**config.mk**
```make
export PLATFORM = sky130hd
export DESIGN_NAME = ca_code_gen
export DESIGN_NICKNAME = d
export VERILOG_FILES = /design/src/rtl/gps_pkg.sv /design/src/rtl/code_nco.sv /design/src/rtl/ca_code_gen.sv
export SDC_FILE = /design/constraint.sdc
export NUM_CORES = 1
export LEC_CHECK = 0
export CORE_AREA = 2 2 124 96
export DETAILED_ROUTE_END_ITERATION = 10
export DIE_AREA = 0 0 126 98
export GPL_TIMING_DRIVEN = 0
export PLACE_DENSITY = 0.78
export SETUP_SLACK_MARGIN = 0.5
export SLEW_MARGIN = 20
export SYNTH_ARGS = -nofsm -noshare
export SYNTH_HDL_FRONTEND = slang
export SYNTH_HIERARCHICAL = 1
export SYNTH_SLANG_ARGS = --single-unit
```
**constraint.sdc**
```tcl
create_clock -name clk -period 4.25 [get_ports clk]
set_input_delay 0.85 -clock clk [delete_from_list [all_inputs] [get_ports clk]]
set_output_delay 0.85 -clock clk [all_outputs]
set_load 0.02 [all_outputs]
```
**src/rtl/gps_pkg.sv**
```systemverilog
// Shared GPS L1 C/A constants, G2 phase-selector taps and LFSR helpers.
package gps_pkg;

  localparam int unsigned CA_LEN     = 1023;
  localparam int unsigned MS_PER_BIT = 20;
  localparam int unsigned NUM_PRN    = 36;

  typedef logic [35:0] ca_bus_t;

  // {ta, tb} G2 stage numbers (1..10); index 0 is PRN 1
  localparam logic [7:0] G2_TAPS [NUM_PRN] = '{
    8'h26, 8'h37, 8'h48, 8'h59, 8'h19, 8'h2A, 8'h18, 8'h29, 8'h3A,
    8'h23, 8'h34, 8'h56, 8'h67, 8'h78, 8'h89, 8'h9A, 8'h14, 8'h25,
    8'h36, 8'h47, 8'h58, 8'h69, 8'h13, 8'h46, 8'h57, 8'h68, 8'h79,
    8'h8A, 8'h16, 8'h27, 8'h38, 8'h49, 8'h5A, 8'h4A, 8'h17, 8'h28
  };

  // Register bit i holds stage i+1; stage 1 receives the feedback.
  function automatic logic [9:0] g1_step(input logic [9:0] g1);
    return {g1[8:0], g1[9] ^ g1[2]};
  endfunction

  function automatic logic [9:0] g2_step(input logic [9:0] g2);
    return {g2[8:0], g2[9] ^ g2[8] ^ g2[7] ^ g2[5] ^ g2[2] ^ g2[1]};
  endfunction

  function automatic logic ca_chip(input logic [9:0] g1, input logic [9:0] g2,
                                   input logic [7:0] taps);
    logic [3:0] ta;
    logic [3:0] tb;
    ta = taps[7:4] - 4'd1;
    tb = taps[3:0] - 4'd1;
    return g1[9] ^ g2[ta] ^ g2[tb];
  endfunction

endpackage

```
**src/rtl/code_nco.sv**
```systemverilog
// Phase accumulator NCO with overflow carry; load overrides accumulation.
module code_nco #(
  parameter int unsigned Width = 32
) (
  input  logic             clk,
  input  logic             rst_n,
  input  logic             enable,
  input  logic             load,
  input  logic [Width-1:0] load_phase,
  input  logic [Width-1:0] freq,
  output logic [Width-1:0] phase,
  output logic             carry
);

  logic [Width-1:0] acc_q, acc_d;
  logic [Width:0]   sum;

  // Next phase: load wins, otherwise accumulate while enabled; carry only on a real add
  always_comb begin
    sum   = {1'b0, acc_q} + {1'b0, freq};
    acc_d = acc_q;
    carry = 1'b0;
    if (load) begin
      acc_d = load_phase;
    end else if (enable) begin
      acc_d = sum[Width-1:0];
      carry = sum[Width];
    end
  end

  // Accumulator register
  always_ff @(posedge clk or negedge rst_n) begin
    if (!rst_n) begin
      acc_q <= '0;
    end else begin
      acc_q <= acc_d;
    end
  end

  assign phase = acc_q;

endmodule

```
**src/rtl/ca_code_gen.sv**
```systemverilog
// Parallel GPS C/A Gold code generator for all PRNs, stepped by a code NCO,
// with chip, 1 ms epoch and 20 ms data-bit strobes.
module ca_code_gen #(
  parameter int unsigned NUM_PRN = 36,
  parameter int unsigned PHASE_W = 32
) (
  input  logic               clk,
  input  logic               rst_n,
  input  logic               enable,
  input  logic [PHASE_W-1:0] chip_freq,
  input  logic               load,
  input  logic [PHASE_W-1:0] load_phase,
  output logic [NUM_PRN-1:0] ca_seq,
  output logic [9:0]         chip_idx,
  output logic               chip_strobe,
  output logic               epoch,
  output logic [4:0]         ms_idx,
  output logic               bit_strobe
);

  import gps_pkg::CA_LEN;
  import gps_pkg::MS_PER_BIT;
  import gps_pkg::G2_TAPS;
  import gps_pkg::ca_bus_t;
  import gps_pkg::g1_step;
  import gps_pkg::g2_step;
  import gps_pkg::ca_chip;

  localparam logic [9:0] ChipLast = 10'(CA_LEN - 1);
  localparam logic [4:0] MsLast   = 5'(MS_PER_BIT - 1);

  logic [9:0] g1_q, g1_d, g2_q, g2_d;
  logic [9:0] chip_idx_q, chip_idx_d;
  logic [4:0] ms_idx_q, ms_idx_d;
  logic       chip_strobe_q, chip_strobe_d;
  logic       epoch_q, epoch_d;
  logic       bit_strobe_q, bit_strobe_d;

  logic [PHASE_W-1:0] nco_phase;
  logic               nco_carry;
  logic               unused_nco_phase;
  ca_bus_t            ca_bus;

  code_nco #(
    .Width (PHASE_W)
  ) u_nco (
    .clk        (clk),
    .rst_n      (rst_n),
    .enable     (enable),
    .load       (load),
    .load_phase (load_phase),
    .freq       (chip_freq),
    .phase      (nco_phase),
    .carry      (nco_carry)
  );

  assign unused_nco_phase = ^nco_phase;

  // Chip sequencing: load restarts everything aligned; a carry advances one chip
  always_comb begin
    g1_d          = g1_q;
    g2_d          = g2_q;
    chip_idx_d    = chip_idx_q;
    ms_idx_d      = ms_idx_q;
    chip_strobe_d = 1'b0;
    epoch_d       = 1'b0;
    bit_strobe_d  = 1'b0;
    if (load) begin
      g1_d          = '1;
      g2_d          = '1;
      chip_idx_d    = '0;
      ms_idx_d      = '0;
      chip_strobe_d = 1'b1;
      epoch_d       = 1'b1;
      bit_strobe_d  = 1'b1;
    end else if (nco_carry) begin
      chip_strobe_d = 1'b1;
      if (chip_idx_q == ChipLast) begin
        // Explicit resync rather than trusting the natural LFSR period
        g1_d       = '1;
        g2_d       = '1;
        chip_idx_d = '0;
        epoch_d    = 1'b1;
        if (ms_idx_q == MsLast) begin
          ms_idx_d     = '0;
          bit_strobe_d = 1'b1;
        end else begin
          ms_idx_d = ms_idx_q + 5'd1;
        end
      end else begin
        g1_d       = g1_step(g1_q);
        g2_d       = g2_step(g2_q);
        chip_idx_d = chip_idx_q + 10'd1;
      end
    end
  end

  // Code state and strobe registers
  always_ff @(posedge clk or negedge rst_n) begin
    if (!rst_n) begin
      g1_q          <= '1;
      g2_q          <= '1;
      chip_idx_q    <= '0;
      ms_idx_q      <= '0;
      chip_strobe_q <= 1'b0;
      epoch_q       <= 1'b0;
      bit_strobe_q  <= 1'b0;
    end else begin
      g1_q          <= g1_d;
      g2_q          <= g2_d;
      chip_idx_q    <= chip_idx_d;
      ms_idx_q      <= ms_idx_d;
      chip_strobe_q <= chip_strobe_d;
      epoch_q       <= epoch_d;
      bit_strobe_q  <= bit_strobe_d;
    end
  end

  // Per-PRN chips decoded from registered LFSR state only
  always_comb begin
    ca_bus = '0;
    for (int k = 0; k < 36; k++) begin
      ca_bus[k] = ca_chip(g1_q, g2_q, G2_TAPS[k]);
    end
  end

  assign ca_seq      = ca_bus[NUM_PRN-1:0];
  assign chip_idx    = chip_idx_q;
  assign ms_idx      = ms_idx_q;
  assign chip_strobe = chip_strobe_q;
  assign epoch       = epoch_q;
  assign bit_strobe  = bit_strobe_q;

endmodule

```
Word-level counts from Yosys, hierarchy flattened
Cells that the tools add are included.
{"block": "word_totals", "reg_bits": 70, "output_inout_bits": 54, "word_cells": 94}
{"block": "classes", "n_addsub": 3, "n_eq_ne": 2, "n_mux": 26, "n_bitwise": 51, "reduce_logical": 4}
{"cell": "10-bit two-way mux", "count": 9}
{"cell": "32-bit two-way mux", "count": 2}
{"cell": "1-bit bitwise XOR", "count": 51}
{"cell": "32-bit by 32-bit adder with 33-bit output", "count": 1}
{"cell": "5-bit two-way mux", "count": 4}
{"cell": "1-bit two-way mux", "count": 11}
{"cell": "10-bit by 1-bit adder with 10-bit output, second input constant", "count": 1}
{"cell": "10-bit equality test, second input constant", "count": 1}
{"cell": "2-bit nonzero test", "count": 3}
{"cell": "5-bit by 1-bit adder with 5-bit output, second input constant", "count": 1}
{"cell": "5-bit equality test, second input constant", "count": 1}
{"cell": "2-bit AND reduction", "count": 1}

Logic depth before layout (Yosys ltp)
Gate-level depths: netlist of run 1.
{"block": "depth", "word_depth": 8, "depth_mapped": 16, "depth_no_buf": 15}

Modules after synthesis
The synthesis of run 1 kept the hierarchy.
{"module": "code_nco", "n_inst": 1, "cells_each": 391, "area_per_inst_um2": 3198.1}
{"module": "ca_code_gen", "n_inst": 1, "cells_each": 237, "area_per_inst_um2": 2237.1}

Worst setup path before layout of run 1
OpenSTA, ideal clock, no wires.
{"block": "synth_path", "path_type": "input-to-reg", "start": "input port chip_freq[0]", "end": "register g1_q[3]", "setup_ns": 0.064, "arrival_ns": 3.420, "setup_slack_ns": 0.766, "cell_stages": 16, "path_buffers": 3, "cell_sequence": "ha_1 fa_1 a211oi_2 nor2_1 a31o_1 o21ai_1 and3_1 nor2_1 nand4_1 a21oi_1 buf_2 nor2_1 buf_2 clkbuf_1 nand2_1 nand3_1"}
{"block": "synth_via", "elab_chain_len": 4}
{"item": "start, declared", "line": "ca_code_gen.sv:10", "source": "input logic [PHASE_W-1:0] chip_freq,"}
{"item": "32-bit by 32-bit adder with 33-bit output", "line": "code_nco.sv:20", "source": "sum = {1'b0, acc_q} + {1'b0, freq};"}
{"item": "1-bit two-way mux", "line": "code_nco.sv:25", "source": "end else if (enable) begin"}
{"item": "1-bit two-way mux", "line": "code_nco.sv:23", "source": "if (load) begin"}
{"item": "via nco_carry", "line": "ca_code_gen.sv:40", "source": "logic nco_carry;"}
{"item": "2-bit nonzero test (no source line)"}
{"item": "end signal, assigned", "line": "ca_code_gen.sv:109", "source": "g1_q <= g1_d;"}
{"item": "end, declared", "line": "ca_code_gen.sv:32", "source": "logic [9:0] g1_q, g1_d, g2_q, g2_d;"}
The timed path passes the listed nets, and every way through them passes these cells.
A chain may end at the register's enable or synchronous reset.

Worst setup path after layout of run 1
{"block": "layout_path", "start": "input port chip_freq[18]", "end": "register chip_idx_q[7], in the netlist chip_idx[7]"}
{"block": "layout_via", "elab_chain_len": 4}
{"item": "32-bit by 32-bit adder with 33-bit output", "line": "code_nco.sv:20"}
{"item": "1-bit two-way mux", "line": "code_nco.sv:25"}
{"item": "1-bit two-way mux", "line": "code_nco.sv:23"}
{"item": "via nco_carry", "line": "ca_code_gen.sv:40"}
{"item": "2-bit nonzero test (no source line)"}
{"item": "end signal, assigned", "line": "ca_code_gen.sv:111", "source": "chip_idx_q <= chip_idx_d;"}
{"item": "end, declared", "line": "ca_code_gen.sv:33", "source": "logic [9:0] chip_idx_q, chip_idx_d;"}
The timed path passes the listed nets, and every way through them passes these cells.

==> results of run 1 <==
## worst paths after layout
path,from,to,cells past startpoint
worst min-delay path,rst_n,u_nco/phase[6],1
worst min register to register,g1_q[4],g1_q[4],2
worst max-delay path,chip_freq[18],chip_idx[7],16
max in group asynchronous,rst_n,g2_q[9],2
worst max register to register,u_nco/phase[0],chip_idx[6],16
min in group clk,g1_q[4],g1_q[4],2
## cells in the final DEF (no fill, tap or decap), types with 15 or more instances in the layout
cell type,synthesis,layout
o21ai_0,39,39
nand3_1,33,33
ha_1,35,31
nand2_1,90,88
mux2i_1,21,21
clkdlybuf4s50_1,0,118
dfrtp_1,50,50
dfstp_2,20,20
buf_4,1,15
a21oi_1,33,31
xnor2_1,66,66
clkbuf_1,22,18
nor2_1,50,48
## per-layer routing
metal,track usage (%),wire length (um),up-vias
li1,-,-,2514
met1,36.3,7410,2497
met3,4.99,860,20
met5,0,0,-
met2,36.8,6530,171
met4,6.26,215,0
## where the power goes
| part | internal (mW) | switching [mW] | leakage (nW) |
|---|---|---|---|
| Clock | 0.518 | 0.303 | 0.153 |
| Combinational | 0.697 | 0.821 | 2.15 |
| Sequential | 0.758 | 0.0466 | 0.841 |
## sequential cells by signal (all words and copies together), names as in the netlist
name         count
bit_strobe       1
chip_idx        10
chip_strobe      1
epoch            1
g1_q            10
g2_q            10
ms_idx           5
u_nco/phase     32
## cell families after synthesis
family          synth area share, %
compound gates                 19.2
xor+xnor                       13.4
fa+ha+maj                      8.43
buf+inv                        3.61
flops                          32.7
mux                            3.87
simple gates                   18.8
## stage by stage
step / setup WS, ns / cells / power (mW) / setup TNS [ns]
floorplan: 0.766 / 628 / 1.77 / 0
global placement: -0.169 / 893 / 2.20 / -5.98
detailed placement: -0.258 / 894 / 2.25 / -5.79
CTS: 0.508 / 911 / 3.10 / 0
global route: 0.429 / 920 / 3.32 / 0
finish: 0.638 / 920 / 3.14 / 0
## layout make-up
cell class	count	area (sq um)	share of cell area, %
Timing Repair Buffer	132	1320	17.8
Buffer	38	189	2.55
Clock buffer	10	229	3.09
Tap cell	144	180	2.43
Inverter	9	36.3	0.489
Sequential cell	70	1780	24.0
Multi-Input combinational cell	511	3590	48.5
Clock inverter	6	93.8	1.27
## timing repair
item,CTS,global route
pin swaps,3,8
hold endpoints to repair,0,0
endpoints found under the setup margin,33,33
buffers inserted,1,9
resized for setup,22,21
## cells in the mapped netlist, types with 7 or more instances
cell type,number
nor2_1,50
dfstp_2,20
xnor2_1,66
a21o_1,10
a21oi_1,33
clkbuf_1,22
buf_2,13
mux2i_1,21
xor2_1,11
nand3_1,33
inv_1,7
o21ai_1,12
nand4_1,8
a211oi_1,7
o21ai_0,39
dfrtp_1,50
ha_1,35
nand2_1,90
a22oi_1,10
nor3_1,7
==> key figures, run 1 <==
GRT
  – Largest net degree at the start of global routing: 47
  – Initial antenna violation count: 0
  – Gr usage total: 24.5%
  – Remaining Overflow, GRT: 0
  – Vias in the first global route: 5015
  – First-pass GRT wire length: about 25000 um

Worst setup path
  – Worst EP arrival: 3.84 ns
  – Slowest-stage cell, CP: clkdlybuf4s50_1
  – CP Cell Sequence: clkdlybuf4s50_1 -> ha_4 -> and3_4 -> nand2_2 -> nor4_2 -> o21ai_2 -> and3_4 -> nor2_4 -> nand4_1 -> a21oi_2 -> buf_6 -> o211ai_1 -> buf_4 -> nor3_1 -> xnor2_1 -> nor2_1
  – Worst path most repeated cell: and3_4
  – Crit end category: flip-flop
  – CP peak stage delay: 0.45 ns
  – Critical Path RT: 4.48 ns
  – Critical Path Source Type: input pin
  – Reg2Reg Setup Slack: 1.04 ns
  – WP buf/inv: 3
  – WS Path Type: input pin to flip-flop
  – Top delay family on crit path: simple AND/OR/NAND/NOR gates
  – Max FO, Critical Path: 8

Detailed routing
  – Vias/cell: around 5.7
  – Vias: 5202
  – Drt total wl: between 15000 and 20000 um
  – Detailed Routing Iterations Pass 1: 5
  – Initial DRC count: 381
  – DRC viols: 0
  – WL/cell: between 15 and 20 um
  – Routed Antenna Nets: 0

Floorplan
  – Die area: 12300 sq um
  – Core area: 11200 sq um
  – Boundary Pins: approximately 120
  – Rows: 34
  – Die width: around 130 um
  – Initial Util: 48.4%
  – Die height: 98 um

Power and ir drop
  – PwrDens: ~420 nW/um^2
  – Peak VDD IR: 0.000237 V
  – Leak: between 3 and 4 nW

Place
  – GPL Wtd Cong: approximately 0.95
  – Post-detail-place hpwl: between 10000 and 15000 um
  – Number of port buffers: 121
  – Placed inst area: 6850 sq um

Timing
  – Final Cycle Share: 85.0%
  – Clk_skew: between 0.005 and 0.006 ns
  – Worst Tran Pin Value: 0.780 ns
  – Hold_ws: ~0.42 ns
  – Fmax: 277 MHz
  – RSZ-0062 raised after global routing: true
  – Minimum clock period: ~3.6 ns
  – Endpoints failing setup: 0
  – Max Slew Vio Count: 0
  – Slew headroom: between 40 and 50%
  – Final hold viol count: 0

Logic synthesis
  – Synthesized flop and latch total: 70
  – Syn nets: 732
  – Cell Area, Synth: 5440 sq um
  – Synth Flop Type: dfrtp_1
  – Synth top area cells: dfrtp_1 23%, xnor2_1 11%, dfstp_2 9.7%, ha_1 8.1%, nand2_1 6.2%
  – Leading area contributor after synthesis: dfrtp_1
  – Share of the synthesized area in the top cell type: 23.0%
  – Asr flop ratio synth: 100%
  – Netlist cell types: 65
  – Post-synth EDFFs: 0
  – Gate count of the mapped netlist: 628
  – Syn_area_per_cell: 8.65 sq um
  – Ys Warns: 6
  – Seq/Total Area, Yosys: between 30% and 40%

Finish
  – FILL cells: 929
  – Layout cells sized above 1: 13.5%
  – ANT cells: 0
  – Final Core Density: 66.0%
  – Final instance area: around 7400 sq um
  – Syn-to-layout area delta: 36.4%
  – Final nets: 875

Clocking
  – Cts bufs inserted: 9
  – Htree depth: 3
  – Max Root-Sink Buffers: 2
  – Clock Latency Late Sink: between 0.3 and 0.4 ns
  – Reg clk slew, reported paths: 0.06 ns
  – Root Buffer: clkbuf_16
  – CTS tree: done
  – # hold bufs at CTS: 0
  – Clk sinks: 70

Hold path
  – Hold crit path type: input pin to asynchronous set/reset pin

Job
  – # Max-Cap Violations: 0

Outcome
  – Status: complete, no violations
Power figures use the tool's default switching activity.
==> run 2: changes to the inputs <==
==> constraint.sdc (replaced) <==
create_clock -name clk -period 3.7 [get_ports clk]
set_input_delay 0.74 -clock clk [delete_from_list [all_inputs] [get_ports clk]]
set_output_delay 0.74 -clock clk [all_outputs]
set_load 0.02 [all_outputs]
==> run 2 against run 1 <==
Effect of this change:
- clock power up 19%
- sequential power is 17% higher
- final cell count increased by 6.5%
- die area stayed put
- first-iteration DRC count rose by 23%
- clock skew is 0.00069 ns higher
- global-route usage is 3.8 points higher
- via count is 10% higher
- total power increased by 29%
- utilization grew 8.1 points
- wire length up 23%
- sequential share of layout area decreased by 2.6 points
- largest power group unchanged
==> key figures, run 2 (same netlist as run 1, synthesis figures left out) <==
Timing
  – Minimum clock period: 3.34 ns
  – Endpoints failing setup: 0
  – RSZ-0062 raised after global routing: true
  – Fmax: 300 MHz
  – Clk_skew: 0.00656 ns
  – Max Slew Vio Count: 0
  – Final Cycle Share: roughly nine tenths
  – Final hold viol count: 0
  – Final setup TNS: 0 ns
  – Worst Tran Pin Value: around 0.8 ns
  – Slew headroom: a little under half

Detailed routing
  – Vias: 5727
  – DRC viols: 0
  – Detailed Routing Iterations Pass 1: 5
  – Initial DRC count: 469
  – Vias/cell: ~6
  – WL/cell: ~19 um
  – Routed Antenna Nets: 0
  – Drt total wl: 18400 um

Clocking
  – # hold bufs at CTS: 0
  – Cts bufs inserted: 9
  – CTS tree: done
  – Reg clk slew, reported paths: 0.06 ns
  – Root Buffer: clkbuf_16
  – Htree depth: 3
  – Clock Latency Late Sink: 0.34 ns
  – Clk sinks: 70
  – Max Root-Sink Buffers: 2

Finish
  – Final nets: approximately 940
  – ANT cells: 0
  – Most frequent cells in the layout: 96 x clkdlybuf4s50_1, 82 x nand2_1, 66 x buf_4, 64 x xnor2_1, 50 x dfrtp_1
  – Final cell count without fillers: between 900 and 1000
  – Layout cells sized above 1: about 28%
  – Syn-to-layout area delta: 53.1%
  – Multi-input combinational cell area: between 3000 and 4000 sq um
  – FILL cells: 805
  – Sequential cell area: approximately 1800 sq um
  – Final instance area: 8320 sq um
  – Most common cell after layout, fill and taps aside: clkdlybuf4s50_1
  – Max reg flops: 32

GRT
  – Initial antenna violation count: 0
  – Largest net degree at the start of global routing: 47
  – Remaining Overflow, GRT: 0
  – First-pass GRT wire length: about 28000 um
  – Gr usage total: between 20% and 30%
  – Vias in the first global route: 5645

Worst setup path
  – Levels on crit path: 18
  – Max FO, Critical Path: 7
  – CP peak stage delay: 0.42 ns
  – Worst R2R Path Depth: 17
  – Critical Path Source Type: input pin
  – Crit end category: flip-flop
  – Worst EP arrival: roughly 3.6 ns
  – Slowest-stage cell, CP: fa_2
  – Top delay family on crit path: compound AO/OA/AOI/OAI gates
  – CP Cell Sequence: buf_8 -> ha_4 -> fa_2 -> a211oi_4 -> nor2_2 -> a31o_1 -> o21ai_2 -> and3_4 -> nor2_4 -> nand4_1 -> a21oi_2 -> buf_6 -> buf_6 -> nand4_4 -> nor2b_4 -> buf_12 -> buf_8 -> nand3_2
  – Critical Path RT: 3.97 ns
  – WS Path Type: input pin to flip-flop
  – WP buf/inv: 5

Floorplan
  – Initial Util: approximately 48%
  – Boundary Pins: approximately 120
  – Die width: 126 um
  – Die area: around 12000 sq um
  – Rows: 34
  – Die height: between 90 and 100 um
  – Core area: about 11000 sq um

Power and ir drop
  – Power Total: 4.06 mW
  – Peak VDD IR: about 0.00026 V
  – PwrDens: 488 nW/um^2
  – Leak: about 3.6 nW

Job
  – # Max-Cap Violations: 0

Place
  – Post-detail-place hpwl: approximately 12000 um
  – GPL Wtd Cong: 0.888
  – Number of port buffers: 121
  – Placed Cells: roughly 900
  – Placed inst area: between 6000 and 7000 sq um

Hold path
  – Hold crit path type: input pin to asynchronous set/reset pin

Outcome
  – Status: complete, no violations
==> run 2: path summary, 6_finish.rpt <==
path | start | to | slack (ns)
setup / recovery | chip_freq[0] | g1_q[8] | 0.36
hold / removal | rst_n | u_nco/phase[8] | 0.30
setup reg to reg | u_nco/phase[0] | g1_q[8] | 0.41
hold reg to reg | g1_q[7] | g1_q[7] | 0.49
max in group asynchronous | rst_n | g1_q[9] | 2.78
min in group clk | g1_q[7] | g1_q[7] | 0.49
==> run 2: worst reg2reg max path, delay by kind of cell, from the launching register on <==
family | cells | cell delay [ns]
compound gates | 4 | 0.84
fa+ha+maj | 2 | 0.61
buf+inv | 4 | 0.58
flops | 1 | 0.41
simple gates | 7 | 0.78
==> run 2: what timing repair did <==
action | in CTS | in global routing
endpoints found under the hold margin | 0 | 0
buffers inserted | 46 | 21
pin swaps | 39 | 47
endpoints found under the setup margin | 43 | 44
gates resized for setup | 108 | 90
cloned | 3 | 0
==> run 2: power breakdown <==
group | switching (mW) | internal (mW)
logic | 1.09 | 1.05
clock network | 0.377 | 0.601
registers | 0.0697 | 0.870
==> run 2: through the flow <==
step           util (%)  hold WS (ns)  worst slack [ns]
5_1_grt            74.1         0.316             0.299
3_3_place_gp       60.9         0.471            -0.526
6_report           74.1         0.297             0.361
2_1_floorplan         -         0.444             0.512
3_5_place_dp       61.1         0.476            -0.674
4_1_cts            70.7         0.300             0.501
==> run 2: cell type report <==
| type | count | area share, % |
|---|---|---|
| Timing Repair Buffer | 191 | 21.1 |
| Buffer | 38 | 3.40 |
| Clock inverter | 7 | 1.26 |
| Sequential cell | 70 | 21.4 |
| Inverter | 9 | 0.466 |
| Tap cell | 144 | 2.17 |
| Multi-Input combinational cell | 511 | 47.5 |
| Clock buffer | 9 | 2.71 |
| Timing Repair inverter | 1 | 0.0752 |
==> run 2: routing by layer <==
layer / track usage [%] / wire, um / up-vias
li1: - / - / 2639
met1: 38.2 / 7820 / 2789
met2: 46.2 / 8920 / 256
met3: 5.10 / 1240 / 43
met4: 9.89 / 423 / 0
met5: 0 / 0 / -
